[src/rtl/cache_arbiter.sv]
// cache_arbiter
// Shares one L2 port between the L1 I-cache (read-only) and the L1 D-cache
// (read/write). The winning request is latched at grant and the L2 is driven
// only from that latched copy, so the L2 request stays stable until l2_resp
// even if the requester changes or drops its request. The D-cache has
// priority. A saturating starvation counter forces an I-cache grant after
// STARVE_LIMIT consecutive D grants that were taken while I was waiting.
module cache_arbiter #(
   parameter int unsigned ADDR_W       = 32,
   parameter int unsigned LINE_W       = 256,
   parameter int unsigned STARVE_LIMIT = 4
) (
   input  logic              clk,
   input  logic              rst,
   // I-cache side
   input  logic              i_cache_read,
   input  logic [ADDR_W-1:0] i_cache_address,
   output logic [LINE_W-1:0] i_cache_rdata,
   output logic              i_cache_resp,
   // D-cache side
   input  logic              d_cache_read,
   input  logic              d_cache_write,
   input  logic [ADDR_W-1:0] d_cache_address,
   input  logic [LINE_W-1:0] d_cache_wdata,
   output logic [LINE_W-1:0] d_cache_rdata,
   output logic              d_cache_resp,
   // L2 side
   output logic              l2_read,
   output logic              l2_write,
   output logic [ADDR_W-1:0] l2_address,
   output logic [LINE_W-1:0] l2_wdata,
   input  logic [LINE_W-1:0] l2_rdata,
   input  logic              l2_resp
);

   // Counter is 4 bits wide because the limit is bounded to 1..15.
   localparam logic [3:0] STARVE_LIMIT_C = 4'(STARVE_LIMIT);

   typedef enum logic [1:0] {
      IDLE    = 2'd0,
      GRANT_I = 2'd1,
      GRANT_D = 2'd2,
      DONE    = 2'd3
   } state_t;

   state_t              state_r;
   state_t              state_nxt_s;
   logic [3:0]          starve_cnt_r;
   logic [3:0]          starve_cnt_nxt_s;
   logic                op_write_r;
   logic [ADDR_W-1:0]   addr_r;
   logic [LINE_W-1:0]   wdata_r;
   logic                d_req_s;
   logic                i_req_s;
   logic                grant_d_s;
   logic                grant_i_s;

   // Next starvation count for one grant decision. Only D grants taken while
   // I is waiting advance the count; any other grant clears it.
   function automatic logic [3:0] starve_next(
      input logic [3:0] cnt,
      input logic       grant_d,
      input logic       grant_i,
      input logic       i_pending
   );
      logic [3:0] res;
      res = cnt;
      if (grant_d && i_pending) begin
         if (cnt < STARVE_LIMIT_C) begin
            res = cnt + 4'd1;
         end else begin
            res = STARVE_LIMIT_C;
         end
      end else if (grant_d || grant_i) begin
         res = 4'd0;
      end else begin
         res = cnt;
      end
      return res;
   endfunction

   // Request decode; a simultaneous D read and write is treated as a write.
   always_comb begin
      d_req_s = d_cache_read | d_cache_write;
      i_req_s = i_cache_read;
   end

   // Next-state logic and grant decision.
   always_comb begin
      state_nxt_s = state_r;
      grant_d_s   = 1'b0;
      grant_i_s   = 1'b0;
      case (state_r)
         IDLE: begin
            if (d_req_s && (!i_req_s || (starve_cnt_r < STARVE_LIMIT_C))) begin
               state_nxt_s = GRANT_D;
               grant_d_s   = 1'b1;
            end else if (i_req_s) begin
               state_nxt_s = GRANT_I;
               grant_i_s   = 1'b1;
            end else begin
               state_nxt_s = IDLE;
            end
         end
         GRANT_I, GRANT_D: begin
            if (l2_resp) begin
               state_nxt_s = DONE;
            end else begin
               state_nxt_s = state_r;
            end
         end
         DONE: begin
            // One quiet cycle so the L1 can retire its request before IDLE
            // looks at it again.
            state_nxt_s = IDLE;
         end
         default: begin
            state_nxt_s = IDLE;
         end
      endcase
   end

   // Starvation counter next value, evaluated only on grant cycles.
   always_comb begin
      starve_cnt_nxt_s = starve_next(starve_cnt_r, grant_d_s, grant_i_s, i_req_s);
   end

   // State and starvation counter registers.
   always_ff @(posedge clk) begin
      if (rst) begin
         state_r      <= IDLE;
         starve_cnt_r <= 4'd0;
      end else begin
         state_r      <= state_nxt_s;
         starve_cnt_r <= starve_cnt_nxt_s;
      end
   end

   // Capture the winning request at the grant edge; held until the next grant.
   always_ff @(posedge clk) begin
      if (rst) begin
         op_write_r <= 1'b0;
         addr_r     <= {ADDR_W{1'b0}};
         wdata_r    <= {LINE_W{1'b0}};
      end else if (grant_d_s) begin
         op_write_r <= d_cache_write;
         addr_r     <= d_cache_address;
         wdata_r    <= d_cache_wdata;
      end else if (grant_i_s) begin
         // I-cache is read-only; the write line is left as it was.
         op_write_r <= 1'b0;
         addr_r     <= i_cache_address;
         wdata_r    <= wdata_r;
      end else begin
         op_write_r <= op_write_r;
         addr_r     <= addr_r;
         wdata_r    <= wdata_r;
      end
   end

   // L2 request strobes and per-requester response routing.
   always_comb begin
      l2_read      = 1'b0;
      l2_write     = 1'b0;
      i_cache_resp = 1'b0;
      d_cache_resp = 1'b0;
      case (state_r)
         GRANT_I: begin
            l2_read      = ~op_write_r;
            l2_write     = op_write_r;
            i_cache_resp = l2_resp;
         end
         GRANT_D: begin
            l2_read      = ~op_write_r;
            l2_write     = op_write_r;
            d_cache_resp = l2_resp;
         end
         IDLE, DONE: begin
            // A response arriving here belongs to nobody and is dropped.
            l2_read      = 1'b0;
            l2_write     = 1'b0;
            i_cache_resp = 1'b0;
            d_cache_resp = 1'b0;
         end
         default: begin
            l2_read      = 1'b0;
            l2_write     = 1'b0;
            i_cache_resp = 1'b0;
            d_cache_resp = 1'b0;
         end
      endcase
   end

   // Address/data always come from the latches; read data is broadcast and
   // qualified only by the per-requester resp.
   assign l2_address    = addr_r;
   assign l2_wdata      = wdata_r;
   assign i_cache_rdata = l2_rdata;
   assign d_cache_rdata = l2_rdata;

endmodule
[config.mk]
export PLATFORM = sky130hd
export DESIGN_NAME = cache_arbiter
export DESIGN_NICKNAME = d
export VERILOG_FILES = /design/src/rtl/cache_arbiter.sv
export SDC_FILE = /design/constraint.sdc
export NUM_CORES = 1
export LEC_CHECK = 0
export BUFFER_PORTS_ARGS = -buffer_cell sky130_fd_sc_hd__buf_2
export CORE_AREA = 2 2 535 537
export CTS_CLUSTER_SIZE = 40
export DETAILED_ROUTE_END_ITERATION = 10
export DIE_AREA = 0 0 537 539
export PLACE_DENSITY = 0.3
export SETUP_SLACK_MARGIN = 0.4
export SYNTH_ARGS = -nofsm -noshare
export SYNTH_HDL_FRONTEND = slang
export SYNTH_SLANG_ARGS = --single-unit
[constraint.sdc]
create_clock -name clk -period 1.7 [get_ports clk]
set_input_delay 0.17 -clock clk [delete_from_list [all_inputs] [get_ports clk]]
set_output_delay 0.17 -clock clk [all_outputs]
set_load 0.02 [all_outputs]
=== After elaboration in Yosys (flattened, before gate mapping) ===
Cells that the tools add are included.

* Register bits: 295
* Output and inout port bits: 804

* Mux-type cells: 20
* Add/sub/neg operators: 1
* Reductions and logical operators: 10
* $lt $le $gt $ge: 1
* Equal/unequal tests: 4
* Bitwise logic cells: 2

{| class="wikitable"
|+ Operators with widths
! kind !! number
|-
| 32-bit two-way mux || 2
|-
| 4-bit two-way mux || 3
|-
| 1-bit two-way mux || 10
|-
| 2-bit one-hot mux with 3 select lines || 1
|-
| 4-bit by 1-bit adder with 4-bit output (second input constant) || 1
|-
| 2-bit equality test (second input constant) || 2
|-
| 4-bit by 3-bit < comparator with 1-bit output (second input constant) || 1
|-
| 2-bit two-way mux || 2
|-
| 1-bit one-hot mux with 2 select lines || 2
|-
| 2-bit nonzero test || 2
|-
| 2-bit OR reduction || 2
|-
| 2-bit by 1-bit equality test with 1-bit output (second input constant) || 1
|-
| 1-bit logical AND || 2
|-
| 2-bit zero test || 1
|-
| 1-bit logical OR || 2
|-
| 2-bit by 1-bit inequality test with 1-bit output (second input constant) || 1
|-
| 1-bit zero test || 1
|-
| 1-bit inverter || 1
|-
| 1-bit bitwise OR || 1
|}

=== Longest topological paths before layout ===
* Depth in word-level cells: 8
* Gate-level depth with buffers: 8

=== Least setup slack after synthesis ===
Ideal clock, no wire load.

* Path type: register -> register
* Start: register state_r[0]
* End: register addr_r[16] (netlist: l2_address[16])
* Path buffers: 2
* Cell stages (with the launch flop): 8
* Path slack: 0.075 ns
* Period minus slack after synthesis: 1.625 ns
* Setup time: 0.117 ns
* Arrival: 1.507 ns
* Cell sequence: dfxtp_1 -> inv_1 -> ha_1 -> o21a_1 -> buf_4 -> clkbuf_1 -> a21o_1 -> a32o_1

* Word-level cells in the longest chain between the ends: 3
* Elaborated cells between the ends (all ways): 5
* Those cells by class: mux (3); reduce/logical (2)

{| class="wikitable"
|+ RTL lines
! item !! RTL line !! source
|-
| start: declaration || 46 || <nowiki>state_t state_r;</nowiki>
|-
| start signal: assignment || 134 || <nowiki>state_r <= state_nxt_s;</nowiki>
|-
| 2-bit zero test * || 93 || <nowiki>case (state_r)</nowiki>
|-
| 1-bit two-way mux || 93 ||
|-
| 32-bit two-way mux or 2-bit nonzero test (tied branches) || -- ||
|-
| end signal: assignment || 143 || <nowiki>addr_r <= {ADDR_W{1'b0}};</nowiki>
|-
| end signal: assignment || 147 || <nowiki>addr_r <= d_cache_address;</nowiki>
|-
| end signal: assignment || 152 || <nowiki>addr_r <= i_cache_address;</nowiki>
|-
| end: declaration || 51 || <nowiki>logic [ADDR_W-1:0] addr_r;</nowiki>
|}

Mark *: on every way between the ends. The rest lies on a longest branch, timed or not.
A chain may end at the register's enable or synchronous reset.

=== Final worst setup path ===
* Start: register state_r[0]
* End: output port l2_read

* Word-level cells in the longest chain between the ends: 3
* Elaborated cells between the ends (all ways): 7
* Those cells by class: eq/ne (3); mux (1); reduce/logical (3)

{| class="wikitable"
|+ RTL lines
! item !! RTL line !! source
|-
| 2-bit equality test, or another cell as far along || 167 || <nowiki>case (state_r)</nowiki>
|-
| 2-bit OR reduction (on tied branches) || -- ||
|-
| 1-bit one-hot mux with 2 select lines * || 167 ||
|-
| end: declaration || 28 || <nowiki>output logic l2_read,</nowiki>
|}

Marked as above.

==> key figures <==
Status
  • Status: finished, violations left
  • Failing checks: setup timing

Cells and area
  • Proportion of layout cells with a drive suffix above 1: 0.567
  • Final Util: 0.108
  • Filler Cells Inserted: ~33000
  • Final #Nets: 3001
  • Area growth, synth to finish: 99.3%
  • Fin area: 30600 µm²

Synthesis
  • FFs w/ async S/R, synth: 0
  • Synth warnings: 0
  • Post-synth top cells: buf_4, dfxtp_1, a21oi_1
  • Main synth FF type: dfxtp_1
  • Avg Inst Size Synth: slightly above 8 µm²
  • EDFF count, synth: 0
  • Top post-synthesis cells by area: dfxtp_1, buf_4, a21oi_1
  • Sequential-to-total area share from yosys stat: 0.385
  • Yosys cell types: 31
  • Syn_nets: 2464
  • Most common cell in the netlist: buf_4
  • Gate Count Post-Synth: approximately 1900
  • Cell taking the most area after synthesis: dfxtp_1
  • Top-area cell type share of the netlist area: 0.385
  • Synthesized flop and latch total: 295
  • Post-synthesis cell area: about 15000 µm²

CTS
  • Clock buffer depth: 3
  • Clk sinks: about 300
  • CTS root buf: clkbuf_16
  • Num CTS Buffers: 47
  • CTS tree: done
  • CTS H-tree lvls: 2
  • Clock latency at the later pin of the worst-skew pair: 0.72 ns
  • Clk slew on worst S/H paths: around 0.060 ns

Critical path
  • Critical path cell sequence: inv_4 > ha_4 > nor2b_4 > buf_6
  • WP data required: roughly 1.5 ns
  • Crit Path Max Fanout: 3
  • WP data arrival: between 1.5 and 2 ns
  • CP Launch Type: flip-flop
  • Worst path slowest cell: dfxtp_2
  • Slowest stage delay, CP: approximately 0.35 ns
  • Critical path type: reg2out
  • Crit end category: output port

Place
  • Setup WS pre-CTS: -0.216 ns
  • Final GP Congestion: between 0.7 and 0.8
  • Post-DP HPWL: 128 mm
  • IO Port Bufs: roughly 600
  • DP Area: ~20000 µm²

Detailed routing
  • ANT nets after route: 0
  • Mean number of vias per cell: around 2.7
  • WL/cell: ~27 µm
  • DR pass1 iterations: 7
  • Drt total wl: roughly 170 mm
  • Initial drt markers: between 700 and 800
  • Remaining DRCs: 0
  • Via count: 16900

Timing
  • Final Critical Period: 1.85 ns
  • Skew final: 0.0435 ns
  • Final setup fails: between 200 and 250
  • Achievable Freq: 0.540 GHz
  • Final Hold Viols: 0
  • RSZ-0062 raised after global routing: yes
  • Min Hold Slack: slightly above 0.09 ns
  • Worst slew margin: 0.435
  • Final period util: 1.09
  • Least-Margin Pin Slew: around 0.85 ns
  • Final worst-path setup slack: -0.154 ns
  • Pins Over Slew Limit: 0
  • Setup TNS: -8.60 ns

GRT
  • Gr usage total: 0.105
  • First-pass GRT wire length: approximately 190 mm
  • Vias in the first global route: ~17000
  • Largest net degree at the start of global routing: 92
  • GRT overflow: 0
  • Initial antenna violation count: 73

Die
  • Row count: between 150 and 200
  • Core ar.: ~280000 µm²
  • Die Span Y: 539 µm
  • Starting Density: 0.0541
  • Io pins: ~1400
  • Horiz. Die Dim: approximately 540 µm
  • Die ar.: between 200000 and 300000 µm²

Power and ir drop
  • Pwr/cell area: roughly 1600 nW/µm²
  • Leakage power: 11.3 nW
  • Peak supply drop: between 0.7 and 0.8 mV

Min path
  • Path type of the worst min-delay path: in2reg

Flow run
  • Max cap viols: 0
[state kept, by name, summed over array words and instances, names as in the netlist]
name,flops
l2_address,32
l2_wdata,256
op_write_r,1
starve_cnt_r,4
state_r,2
[critical path: cells and delay by family, from the launching register on]
family                     cells  cell delay [ns]
and+or+nand+nor                1             0.14
DFF                            1             0.35
adders and majority gates      1             0.27
buffers and inverters          2             0.21
[through the flow]
step           total power [mW]  std cells
2_1_floorplan              18.8       1877
3_3_place_gp               24.6       5659
3_5_place_dp               24.6       5659
4_1_cts                    42.4       6128
5_1_grt                    53.0       6219
6_report                   50.4       6222
[power by group]
part,leakage [nW],switching [mW],internal [mW],total (mW)
clock network,0.774,4.44,6.11,10.5
registers,2.45,1.34,8.74,10.1
logic,8.04,16.3,13.5,29.8
total,11.3,22.0,28.4,50.4
[metal layers]
layer	vias up	GRT usage	share of wire
met1	8014	0.0904	0.31
met3	497	0.0921	0.19
met4	8	0.0607	0.063
met5	-	0.00566	0.0012
li1	7165	-	-
met2	1198	0.165	0.44
[final cells by class]
cell class                 count  area (µm²)  share of cell area
clock buffer                  58        1240              0.0405
tap                         3762        4710               0.154
timing repair buffer        1162       10900               0.355
sequential                   295        5990               0.196
antenna                       13        32.5             0.00106
clock inverter                24         350              0.0115
multi-input combinational    906        7410               0.242
inverter                       2        10.0            0.000327
[repair_timing]
item / 4_1_cts / 5_1_grt
endpoints found under the setup margin: 586 / 587
hold buffers: 325 / 0
buffers inserted: 31 / 35
gates resized for setup: 159 / 924
cloned: 31 / 46
pin swaps: 36 / 344
endpoints found under the hold margin: 294 / 0
[kinds of logic after synthesis]
kind of cell / Yosys count / synth area share
flops: 295 / 0.385
compound gates: 590 / 0.210
buf+inv: 677 / 0.298
simple gates: 310 / 0.104
fa+ha+maj: 5 / 0.00408
[worst paths after layout]
kind | from | slack, ns | cells past startpoint | end
max reg2reg | state_r[0] | -0.11 | 9 | l2_address[28]
max | state_r[0] | -0.15 | 4 | l2_read
min reg2reg | l2_wdata[132] | 0.45 | 2 | l2_wdata[132]
min | d_cache_write | 0.09 | 6 | starve_cnt_r[2]
[cell usage in the layout, fill, tap and decap left out, types with 5 or more instances in the layout]
cell           Yosys  routed
buf_2             51     587
dlygate4sd3_1      0     325
dfxtp_1          295     267
o21ai_2            0     181
a21oi_1          260     159
nand3_1          256     152
a21oi_2            0     101
clkbuf_16          0      81
buf_12             0      81
nand3_2            0      59
o21ai_4            0      46
nand3_4            0      45
buf_4            513      45
buf_16             0      44
a21o_1            32      32
or3_1             32      32
a32o_1            32      32
o21ai_1            1      26
buf_6              5      23
buf_8              0      21
dfxtp_4            0      19
diode_2            0      13
clkbuf_1         101       9
dfxtp_2            0       9
clkinv_4           0       7
clkinv_2           0       7
bufinv_16          0       6
o21ai_0          257       5
nand2_1            5       5
Power figures use the tool's default switching activity.
